--- src/rtl/relogio24h_ctrl_pkg.sv ---
//------------------------------------------------------------------------------
// relogio_pkg : shared state encoding and BCD digit limits for the 24 h clock
// Revision    : 1.0
//------------------------------------------------------------------------------
`default_nettype none

package relogio_pkg;

  typedef enum logic [1:0] {
    RUN      = 2'd0,
    SET_HOUR = 2'd1,
    SET_MIN  = 2'd2
  } state_e;

  localparam logic [3:0] MAX_UMIN        = 4'd9;
  localparam logic [3:0] MAX_DMIN        = 4'd5;
  localparam logic [3:0] MAX_UHOUR       = 4'd9;
  localparam logic [3:0] MAX_DHOUR       = 4'd2;
  localparam logic [3:0] WRAP_UHOUR_AT_2 = 4'd3;

endpackage

`default_nettype wire

--- src/rtl/relogio24h_ctrl_if.sv ---
//------------------------------------------------------------------------------
// relogio24h_ctrl_if : control pulses in, BCD digits / state / pulses out
// Revision           : 1.0
//------------------------------------------------------------------------------
`default_nettype none

interface relogio24h_ctrl_if;

  logic       tick;
  logic       mode;
  logic       inc;
  logic [3:0] dhour;
  logic [3:0] uhour;
  logic [3:0] dmin;
  logic [3:0] umin;
  logic [1:0] state;
  logic       min_pulse;
  logic       day_pulse;

  modport master (
    output tick, mode, inc,
    input  dhour, uhour, dmin, umin, state, min_pulse, day_pulse
  );

  modport slave (
    input  tick, mode, inc,
    output dhour, uhour, dmin, umin, state, min_pulse, day_pulse
  );

endinterface

`default_nettype wire

--- src/rtl/relogio24h_ctrl_bcd_digit_en.sv ---
//------------------------------------------------------------------------------
// bcd_digit_en : one enabled BCD digit that wraps at a programmable maximum
// Revision     : 1.0
//------------------------------------------------------------------------------
`default_nettype none

module bcd_digit_en (
  input  logic       clk,
  input  logic       reset,
  input  logic       en,
  input  logic       clr,
  input  logic [3:0] max,
  output logic [3:0] q,
  output logic       carry
);

  logic [3:0] q_q;
  logic [3:0] q_d;

  always_comb begin
    q_d = q_q;
    if (clr) begin
      q_d = 4'd0;
    end else if (en) begin
      q_d = (q_q == max) ? 4'd0 : q_q + 4'd1;
    end
  end

  always_ff @(posedge clk) begin
    if (!reset) begin
      q_q <= 4'd0;
    end else begin
      q_q <= q_d;
    end
  end

  assign q     = q_q;
  assign carry = en && (q_q == max);

endmodule

`default_nettype wire

--- src/rtl/relogio24h_ctrl.sv ---
//------------------------------------------------------------------------------
// relogio24h_ctrl : HH:MM BCD clock sequencer with hour/minute set mode
// Revision        : 1.0
//------------------------------------------------------------------------------
`default_nettype none

module relogio24h_ctrl
  import relogio_pkg::*;
#(
  parameter int TICKS_PER_MIN = 60
) (
  input  logic              clk,
  input  logic              reset,
  relogio24h_ctrl_if.slave  bus
);

  localparam int            PW           = (TICKS_PER_MIN > 1) ? $clog2(TICKS_PER_MIN) : 1;
  localparam logic [PW-1:0] c_PRESC_LAST = PW'(TICKS_PER_MIN - 1);

  state_e        state_q, state_d;
  logic [PW-1:0] presc_q, presc_d;
  logic          min_pulse_q, min_pulse_d;
  logic          day_pulse_q, day_pulse_d;

  logic       w_in_run, w_in_hour, w_in_min;
  logic       w_inc, w_min_tick;
  logic       w_umin_en, w_hour_en;
  logic       w_umin_carry, w_dmin_carry, w_uhour_carry, w_dhour_carry;
  logic [3:0] w_uhour_max;

  assign w_in_run   = (state_q == RUN);
  assign w_in_hour  = (state_q == SET_HOUR);
  assign w_in_min   = (state_q == SET_MIN);
  assign w_inc      = bus.inc & ~bus.mode;
  assign w_min_tick = w_in_run & bus.tick & (presc_q == c_PRESC_LAST);

  assign w_umin_en  = w_min_tick | (w_in_min & w_inc);
  // Minute rollover only reaches the hour digits under tick control.
  assign w_hour_en  = (w_dmin_carry & w_min_tick) | (w_in_hour & w_inc);
  assign w_uhour_max = (bus.dhour == MAX_DHOUR) ? WRAP_UHOUR_AT_2 : MAX_UHOUR;

  bcd_digit_en u_umin (
    .clk(clk), .reset(reset), .en(w_umin_en), .clr(1'b0),
    .max(MAX_UMIN), .q(bus.umin), .carry(w_umin_carry)
  );

  bcd_digit_en u_dmin (
    .clk(clk), .reset(reset), .en(w_umin_carry), .clr(1'b0),
    .max(MAX_DMIN), .q(bus.dmin), .carry(w_dmin_carry)
  );

  // dhour carries only at 23 -> that carry is the 23:xx -> 00:xx clear.
  bcd_digit_en u_uhour (
    .clk(clk), .reset(reset), .en(w_hour_en), .clr(w_dhour_carry),
    .max(w_uhour_max), .q(bus.uhour), .carry(w_uhour_carry)
  );

  bcd_digit_en u_dhour (
    .clk(clk), .reset(reset), .en(w_uhour_carry), .clr(w_dhour_carry),
    .max(MAX_DHOUR), .q(bus.dhour), .carry(w_dhour_carry)
  );

  always_comb begin
    state_d     = state_q;
    presc_d     = presc_q;
    min_pulse_d = w_min_tick;
    day_pulse_d = w_min_tick & w_dhour_carry;
    case (state_q)
      RUN: begin
        if (bus.tick) begin
          presc_d = (presc_q == c_PRESC_LAST) ? '0 : presc_q + PW'(1);
        end
        if (bus.mode) state_d = SET_HOUR;
      end
      SET_HOUR: begin
        if (bus.mode) state_d = SET_MIN;
      end
      SET_MIN: begin
        if (bus.mode) begin
          state_d = RUN;
          presc_d = '0;
        end
      end
      default: state_d = RUN;
    endcase
  end

  always_ff @(posedge clk) begin
    if (!reset) begin
      state_q     <= RUN;
      presc_q     <= '0;
      min_pulse_q <= 1'b0;
      day_pulse_q <= 1'b0;
    end else begin
      state_q     <= state_d;
      presc_q     <= presc_d;
      min_pulse_q <= min_pulse_d;
      day_pulse_q <= day_pulse_d;
    end
  end

  assign bus.state     = state_q;
  assign bus.min_pulse = min_pulse_q;
  assign bus.day_pulse = day_pulse_q;

endmodule

`default_nettype wire

--- src/flat_wrapper.sv ---
// flat-port wrapper written by rule: the top's interface ports become plain ports
module relogio24h_ctrl_flat import relogio_pkg::*;
#(
  parameter int TICKS_PER_MIN = 60
)
  (clk, reset, bus_tick, bus_mode, bus_inc, bus_dhour, bus_uhour, bus_dmin, bus_umin, bus_state, bus_min_pulse, bus_day_pulse);
  relogio24h_ctrl_if bus_i ();
  input  logic clk;
  input  logic reset;
  input wire logic [$bits(bus_i.tick)-1:0] bus_tick;
  input wire logic [$bits(bus_i.mode)-1:0] bus_mode;
  input wire logic [$bits(bus_i.inc)-1:0] bus_inc;
  output wire logic [$bits(bus_i.dhour)-1:0] bus_dhour;
  output wire logic [$bits(bus_i.uhour)-1:0] bus_uhour;
  output wire logic [$bits(bus_i.dmin)-1:0] bus_dmin;
  output wire logic [$bits(bus_i.umin)-1:0] bus_umin;
  output wire logic [$bits(bus_i.state)-1:0] bus_state;
  output wire logic [$bits(bus_i.min_pulse)-1:0] bus_min_pulse;
  output wire logic [$bits(bus_i.day_pulse)-1:0] bus_day_pulse;
  assign bus_i.tick = bus_tick;
  assign bus_i.mode = bus_mode;
  assign bus_i.inc = bus_inc;
  assign bus_dhour = bus_i.dhour;
  assign bus_uhour = bus_i.uhour;
  assign bus_dmin = bus_i.dmin;
  assign bus_umin = bus_i.umin;
  assign bus_state = bus_i.state;
  assign bus_min_pulse = bus_i.min_pulse;
  assign bus_day_pulse = bus_i.day_pulse;
  relogio24h_ctrl #(.TICKS_PER_MIN(TICKS_PER_MIN)) u_core (.clk(clk), .reset(reset), .bus(bus_i));
endmodule
--- config.mk ---
export PLATFORM = sky130hd
export DESIGN_NAME = relogio24h_ctrl_flat
export DESIGN_NICKNAME = d
export VERILOG_FILES = /design/src/rtl/relogio24h_ctrl_pkg.sv /design/src/rtl/relogio24h_ctrl_if.sv /design/src/rtl/relogio24h_ctrl_bcd_digit_en.sv /design/src/rtl/relogio24h_ctrl.sv /design/src/flat_wrapper.sv
export SDC_FILE = /design/constraint.sdc
export NUM_CORES = 1
export LEC_CHECK = 0
export BUFFER_PORTS_ARGS = -buffer_cell sky130_fd_sc_hd__buf_2
export CORE_ASPECT_RATIO = 2
export CORE_MARGIN = 8
export CORE_UTILIZATION = 56
export CTS_BUF_LIST = sky130_fd_sc_hd__clkbuf_8 sky130_fd_sc_hd__clkbuf_16
export CTS_CLUSTER_DIAMETER = 30
export CTS_CLUSTER_SIZE = 25
export DETAILED_ROUTE_END_ITERATION = 12
export GPL_TIMING_DRIVEN = 0
export PLACE_DENSITY_LB_ADDON = 0.3
export REMOVE_ABC_BUFFERS = 1
export SLEW_MARGIN = 5
export SYNTH_ARGS = -nofsm -noshare
export SYNTH_HDL_FRONTEND = slang
export SYNTH_HIERARCHICAL = 1
export SYNTH_SLANG_ARGS = --single-unit
export TNS_END_PERCENT = 30
--- constraint.sdc ---
create_clock -name clk -period 5.1 [get_ports clk]
set_clock_uncertainty 0.2 [all_clocks]
set_input_delay 0.765 -clock clk [delete_from_list [all_inputs] [get_ports clk]]
set_output_delay 0.765 -clock clk [all_outputs]
set_load 0.005 [all_outputs]
After elaboration in Yosys (flattened, before gate mapping)
Index checks and enable logic that the tools add are counted.
{ "word_totals": {"reg_bits": 26, "latch_bits": 0, "ramBits": 0, "mem_bits_ro": 0, "word_cells": 57, "mem_count": 0} }
{ "op_classes": {"n_addsub": 5, "multipliers": 0, "div_mod_pow": 0, "n_lt_le_gt_ge": 0, "eq_ne": 11, "shift": 0, "mux": 13, "bitwise": 11, "n_reduce_logical": 9} }
{ "op_table": {"columns": ["operator", "n"], "rows": [
  ["$mux W4", 5],
  ["$mux W6", 3],
  ["$add A4 B1 Y4 const B", 4],
  ["$pmux W6 S2", 1],
  ["$ne A2 B2 Y1 const B", 4],
  ["$and A1 B1 Y1", 7],
  ["$add A6 B1 Y6 const B", 1],
  ["$eq A6 B6 Y1 const B", 1],
  ["$mux W2", 3],
  ["$pmux W2 S3", 1],
  ["$reduce_and A3 Y1", 2],
  ["$eq A4 B2 Y1 const B", 1],
  ["$eq A4 B3 Y1 const B", 1],
  ["$eq A4 B4 Y1", 1],
  ["$eq A4 B4 Y1 const B", 1],
  ["$logic_and A1 B1 Y1", 4],
  ["$eq A2 B1 Y1 const B", 1],
  ["$eq A2 B2 Y1 const B", 1],
  ["$logic_not A2 Y1", 1],
  ["$not A1 Y1", 2],
  ["$or A1 B1 Y1", 2],
  ["$reduce_bool A2 Y1", 1],
  ["$reduce_or A2 Y1", 1]
]} }

Depth between registers and ports, before layout
{ "depth": {"depth_word": 11, "mapped_depth": 17} }

Cells and area by module
Netlist, hierarchy kept.
{ "modules_own_cells": {"columns": ["module", "instances", "cells_each", "area_per_inst_um2", "seq_area_each_um2"], "rows": [
  ["bcd_digit_en", 4, 25, 249.0, 80.1],
  ["relogio24h_ctrl", 1, 68, 578.1, 200.2]
]} }

Worst setup path before layout
OpenSTA, ideal clock, no wires.
{ "synth_path": {"path_type": "reg2reg", "startpoint": "register u_core.presc_q[0]", "endpoint": "register u_core.u_uhour.q_q[1] (netlist: u_core/u_uhour/q[1])", "setup_ns": 0.131, "t_arrival_ns": 3.329, "required_ns": 4.769, "setup_slack_ns": 1.440, "stages_incl_launch_ff": 18, "n_path_buf": 0, "period_less_slack_ns": 3.660, "cell_sequence": "dfxtp_1 ha_1 nand4_1 nor2_1 nand3b_1 a21oi_1 and2_4 and2_2 and2_4 and2_2 nand4b_1 a21oi_1 and2_4 and2_2 and2_4 and2_2 nand2b_1 a211oi_1"} }
{ "synth_via": {"elab_chain_len": 10} }
{ "synth_lines": {"columns": ["item", "line", "text"], "rows": [
  ["from (decl)", "relogio24h_ctrl.sv:21", "logic [PW-1:0] presc_q, presc_d;"],
  ["from (signal assigned)", "relogio24h_ctrl.sv:96", "presc_q <= presc_d;"],
  ["$eq A6 B6 Y1", "relogio24h_ctrl.sv:35", "assign w_min_tick = w_in_run & bus.tick & (presc_q == c_PRESC_LAST);"],
  ["$and A1 B1 Y1", "relogio24h_ctrl.sv:35", null],
  ["$or A1 B1 Y1", "relogio24h_ctrl.sv:37", "assign w_umin_en = w_min_tick | (w_in_min & w_inc);"],
  ["via u_core.w_umin_en", "relogio24h_ctrl.sv:27", "logic w_umin_en, w_hour_en;"],
  ["$logic_and A1 B1 Y1", "relogio24h_ctrl_bcd_digit_en.sv:38", "assign carry = en && (q_q == max);"],
  ["via u_core.w_umin_carry", "relogio24h_ctrl.sv:28", "logic w_umin_carry, w_dmin_carry, w_uhour_carry, w_dhour_carry;"],
  ["$logic_and A1 B1 Y1", "relogio24h_ctrl_bcd_digit_en.sv:38", null],
  ["via u_core.w_dmin_carry", "relogio24h_ctrl.sv:28", null],
  ["$and A1 B1 Y1", "relogio24h_ctrl.sv:39", "assign w_hour_en = (w_dmin_carry & w_min_tick) | (w_in_hour & w_inc);"],
  ["$or A1 B1 Y1", "relogio24h_ctrl.sv:39", null],
  ["via u_core.w_hour_en", "relogio24h_ctrl.sv:27", null],
  ["$logic_and A1 B1 Y1", "relogio24h_ctrl_bcd_digit_en.sv:38", null],
  ["via u_core.w_uhour_carry", "relogio24h_ctrl.sv:28", null],
  ["$logic_and A1 B1 Y1", "relogio24h_ctrl_bcd_digit_en.sv:38", null],
  ["via u_core.w_dhour_carry", "relogio24h_ctrl.sv:28", null],
  ["$reduce_or A2 Y1 (no source line)", null, null],
  ["to (signal assigned)", "relogio24h_ctrl_bcd_digit_en.sv:33", "q_q <= q_d;"],
  ["to (decl)", "relogio24h_ctrl_bcd_digit_en.sv:17", "logic [3:0] q_q;"]
]} }
The timed path passes the listed nets, and every way through them passes these cells.
A chain may end at the register's enable or synchronous reset.

Final worst setup path
{ "layout_path": {"startpoint": "register u_core.presc_q[0]", "endpoint": "register u_core.u_dhour.q_q[1] (netlist: u_core/u_dhour/q[1])"} }
{ "layout_via": {"elab_chain_len": 10} }
{ "layout_lines": {"columns": ["item", "line"], "rows": [
  ["$eq A6 B6 Y1", "relogio24h_ctrl.sv:35"],
  ["$and A1 B1 Y1", "relogio24h_ctrl.sv:35"],
  ["$or A1 B1 Y1", "relogio24h_ctrl.sv:37"],
  ["via u_core.w_umin_en", "relogio24h_ctrl.sv:27"],
  ["$logic_and A1 B1 Y1", "relogio24h_ctrl_bcd_digit_en.sv:38"],
  ["via u_core.w_umin_carry", "relogio24h_ctrl.sv:28"],
  ["$logic_and A1 B1 Y1", "relogio24h_ctrl_bcd_digit_en.sv:38"],
  ["via u_core.w_dmin_carry", "relogio24h_ctrl.sv:28"],
  ["$and A1 B1 Y1", "relogio24h_ctrl.sv:39"],
  ["$or A1 B1 Y1", "relogio24h_ctrl.sv:39"],
  ["via u_core.w_hour_en", "relogio24h_ctrl.sv:27"],
  ["$logic_and A1 B1 Y1", "relogio24h_ctrl_bcd_digit_en.sv:38"],
  ["via u_core.w_uhour_carry", "relogio24h_ctrl.sv:28"],
  ["$logic_and A1 B1 Y1", "relogio24h_ctrl_bcd_digit_en.sv:38"],
  ["via u_core.w_dhour_carry", "relogio24h_ctrl.sv:28"],
  ["$reduce_or A2 Y1 (no source line)", null],
  ["to (signal assigned)", "relogio24h_ctrl_bcd_digit_en.sv:33"],
  ["to (decl)", "relogio24h_ctrl_bcd_digit_en.sv:17"]
]} }
The timed path passes the listed nets, and every way through them passes these cells.

==> results.md <==
- The cell area that synthesis handed to floorplanning was 1570 um2.
- The delay of the slowest cell on the worst path is 0.42 ns.
- The number of antenna violations at the first check in global routing came to 0.
- The count of warnings emitted by yosys is 6.
- In this run the register-to-register setup slack is 0.75 ns.
- Of the total power, combinational logic draws 0.102.
- The count of pins on the block boundary is 25.
- The floorplan step defined a die boundary enclosing 4870 um2.
- Traced cell by cell, the critical path runs through ha_1 > nand4_1 > nor2_1 > nand3b_1 > a21oi_1 > and2_4 > and2_2 > and2_4 > and2_2 > nand4b_1 > a21oi_1 > and2_4 > and2_2 > and2_4 > and2_2 > nand2b_1 > a211oi_1.
- Summed over all cells, the static leakage comes to 0.823 nW.
- The number of failing hold endpoints at the final stage is 0.
- The number of sinks on the clock net is 26.
- The number of H-tree levels is 1.
- For this run, the share of the core covered by cells in the final layout is 0.682.
- The slowest cell on the critical path is a21oi_1.
- The launching element of the worst setup path is u_core/presc_q[0].
- The die span in x is 53.5 um.
- The portion of the post-synthesis area used by sequential elements is 0.331.
- Setup repair after global routing left no endpoint under its margin.
- The via count of the first global-routing pass was 1,403.
- By area the synthesized netlist is led by dfxtp_1 33%, xor2_1 11%, a211oi_1 5.7%.
- Of all cell types, the one taking the most synthesized area is dfxtp_1.
- The clock root buffer is clkbuf_8.
- The internal power of the cells totals 0.000294 W.
- The register cell area after layout is 520 um2.
- Dividing the final minimum period by the clock period gives 0.853.
- The initialized floorplan defines 27 standard-cell rows.
- Setup total negative slack on the finished layout was measured at 0 ns.
- The switching portion of total power is 0.244.
- The congestion estimate from routability-driven global placement came to 0.811.
- The pin count of the biggest net entering global routing is 15.
- The total number of vias is 1,344.
- The startpoint identified for the worst hold timing path is u_core/presc_q[5].
- The worst register-to-register path begins at u_core/presc_q[0].
- The proportion of synthesized flip-flops having asynchronous set or reset is 0.
- The filler cell count is 227.
- Synthesis inferred 26 register bits.
- The source-to-sink clock delay at the later pin of the worst-skew pair is 0.28 ns.
- Across the run, the number of max-cap violations was 0.
- For this run the aggregate overflow at the end of global routing stands at 0.
- Setup violations remaining at the end of the flow were counted as 0.
- The area share of the largest cell type after synthesis is 0.331.
- The first global-routing pass estimated 5820 um of wire.
- The critical path class is register to register.
- The finished layout holds 241 standard cells, fillers aside.
- IR analysis of the VDD net gives a maximum drop of 0.000193 V.
- The number of placed instances, taps included, is 237.
- In this run, post-CTS repair resized a total of 0 instances.
- The number of optimization iterations in the first detailed-route pass is 4.
- The die is 91.0 um tall.
- The critical path required time is 5.06 ns.
- Wires add up to 3410 um.
- After clock tree synthesis, the flow added hold-fix buffers numbering 0.
- The run finished with clean final reports.
- The number of enable-type register cells in the synthesized netlist is 0.
- The floorplan step defined a core boundary enclosing 2700 um2.
- After detailed routing, the average wire length per cell comes to 14.1 um.
- Yosys instantiated no cell more often than dfxtp_1.
- The number of setup buffers added after CTS is 0.
- The number of diodes is 0.
- The mean post-synth cell area is 9.37 um2.
- In this run, CTS created clock tree buffers numbering 3.
- Summed over all nets, the switching power comes to 0.0000948 W.
- The worst hold slack is 0.327 ns.
- The dominant synthesized flop cell is dfxtp_1.
- After detailed routing, the number of vias per cell comes to 5.58.
- STA classifies the critical path endpoint as a register.
- The total global-route track usage is 0.150.
- The share of total power dissipated in the clock network is 0.350.
- The synthesized instance count is 168.
- By count the netlist is led by 26 x dfxtp_1, 20 x xor2_1, 12 x a211oi_1, 8 x nand2_1, 7 x a21oi_1.
- TritonCTS built the clock tree.
- The starting density of the core is 0.582.
- The power consumption is 0.000388 W.
- In the final layout, the multi-input gates occupy 1110 um2.
- For this block, the initial DRC count from the detailed router was 27.
- The clock period could shrink to 4.35 ns.
- For this design the ratio of total power to cell area is 211 nW/um2.
- In the routed design, unresolved DRC markers number 0.
- The type of the tightest min-delay check is register to register.
- The clock tree buffer depth is 2.
- The maximum fanout count along the critical path is 6.
- The clock transition at the register clock pins on the worst setup and hold paths after CTS is 0.09 ns.
- The relative contribution of sequential cells to total power is 0.548.
- In this run the tool buffered the top-level ports with 24 buffer cells.
- The number of pins with negative max-slew slack in the final report is 0.
- Once detailed placement completed, the half-perimeter wirelength came to 2750 um.
- The number of library cell types mapped by synthesis is 43.
- The area added between synthesis and finish is 17.2%.
- At the worst endpoint, the arrival time is 4.31 ns.
- Of the cells placed in the final design, the portion with a size suffix greater than 1 is 0.208.
- At the end of the flow, the number of nets in the layout was 223.
- The worst setup path is launched from a register.
- The number of nets with antenna violations after detailed routing is 0.
- Derived from the worst setup path, the maximum achievable clock frequency is 0.230 GHz.
[final cells by class]
class | count | share of cell area
inverters | 1 | 0.00204
clock buffers | 4 | 0.0299
repair buffers | 24 | 0.0651
flip-flops and latches | 26 | 0.282
multi-input cells | 157 | 0.601
well taps | 29 | 0.0197
[final timing paths]
check,to,cells after the start
worst max register to register,u_core/u_dhour/q[1],17
worst min-delay path,u_core/presc_q[5],2
worst min register to register,u_core/presc_q[5],2
worst max-delay path,u_core/u_dhour/q[1],17
[state kept, by name, indices dropped and copies added (netlist names)]
register,flops
u_core/u_umin/q,4
u_core/u_dhour/q,4
u_core/presc_q,6
u_core/u_uhour/q,4
u_core/bus.state,2
u_core/bus.min_pulse,1
u_core/bus.day_pulse,1
u_core/u_dmin/q,4
[per-stage QoR]
step	worst slack, ns	cell area (um2)
CTS	0.767	1840
floorplan	1.44	1630
global route	0.394	1840
finish	0.751	1840
global placement	0.871	1790
detailed placement	0.790	1790
[critical path: cells and delay by family, from the launching register on]
| family | cells | cell delay (ns) |
|---|---|---|
| compound gates | 3 | 0.92 |
| fa+ha+maj | 1 | 0.26 |
| flops | 1 | 0.40 |
| simple gates | 13 | 2.45 |
[power by group through the flow]
| stage | Sequential, W | Clock, W | Combinational, W |
|---|---|---|---|
| 6_report | 0.000213 | 0.000136 | 0.0000396 |
| 5_1_grt | 0.000214 | 0.000146 | 0.0000447 |
| 4_1_cts | 0.000213 | 0.000139 | 0.0000394 |
| 3_5_place_dp | 0.000218 | 0 | 0.0000392 |
| 3_3_place_gp | 0.000217 | 0 | 0.0000379 |
| 2_1_floorplan | 0.000216 | 0 | 0.0000285 |
[per-layer routing]
layer / track usage / vias to the layer above / routed length, um
li1: - / 681 / -
met1: 0.138 / 641 / 1190
met2: 0.290 / 17 / 2050
met3: 0.0147 / 5 / 92
met4: 0.0784 / 0 / 79
met5: 0 / - / 0
[cell families (layout without fill, tap and decap cells)]
logic type      count (synthesis)  count (layout)  synth area share
fa+ha+maj                       5               5            0.0397
other cells                     2              20           0.00477
buf+inv                         3              29           0.00794
compound gates                 37              37             0.163
xor+xnor                       25              25             0.139
mux                             6               6            0.0382
simple gates                   64              64             0.277
flops                          26              26             0.331
[cells in the final DEF, fill, tap and decap left out, types with 4 or more instances in the layout]
cell type  netlist  routed
dfxtp_1         26      26
buf_2            1      24
xor2_1          20      20
conb_1           2      20
a211oi_1        12      12
nand2_1          8       8
a21oi_1          7       7
mux2i_1          6       6
nand4_1          5       5
nand2b_1         5       5
xnor2_1          5       5
ha_1             5       5
clkbuf_8         0       4
nand3b_1         4       4
and2_1           4       4
o21ai_0          4       4
nor3_2           4       4
and2_4           4       4
and2_2           4       4
or2b_1           4       4
and2b_1          4       4
o41ai_1          4       4
Note: power is estimated with default switching activity, not from simulation.
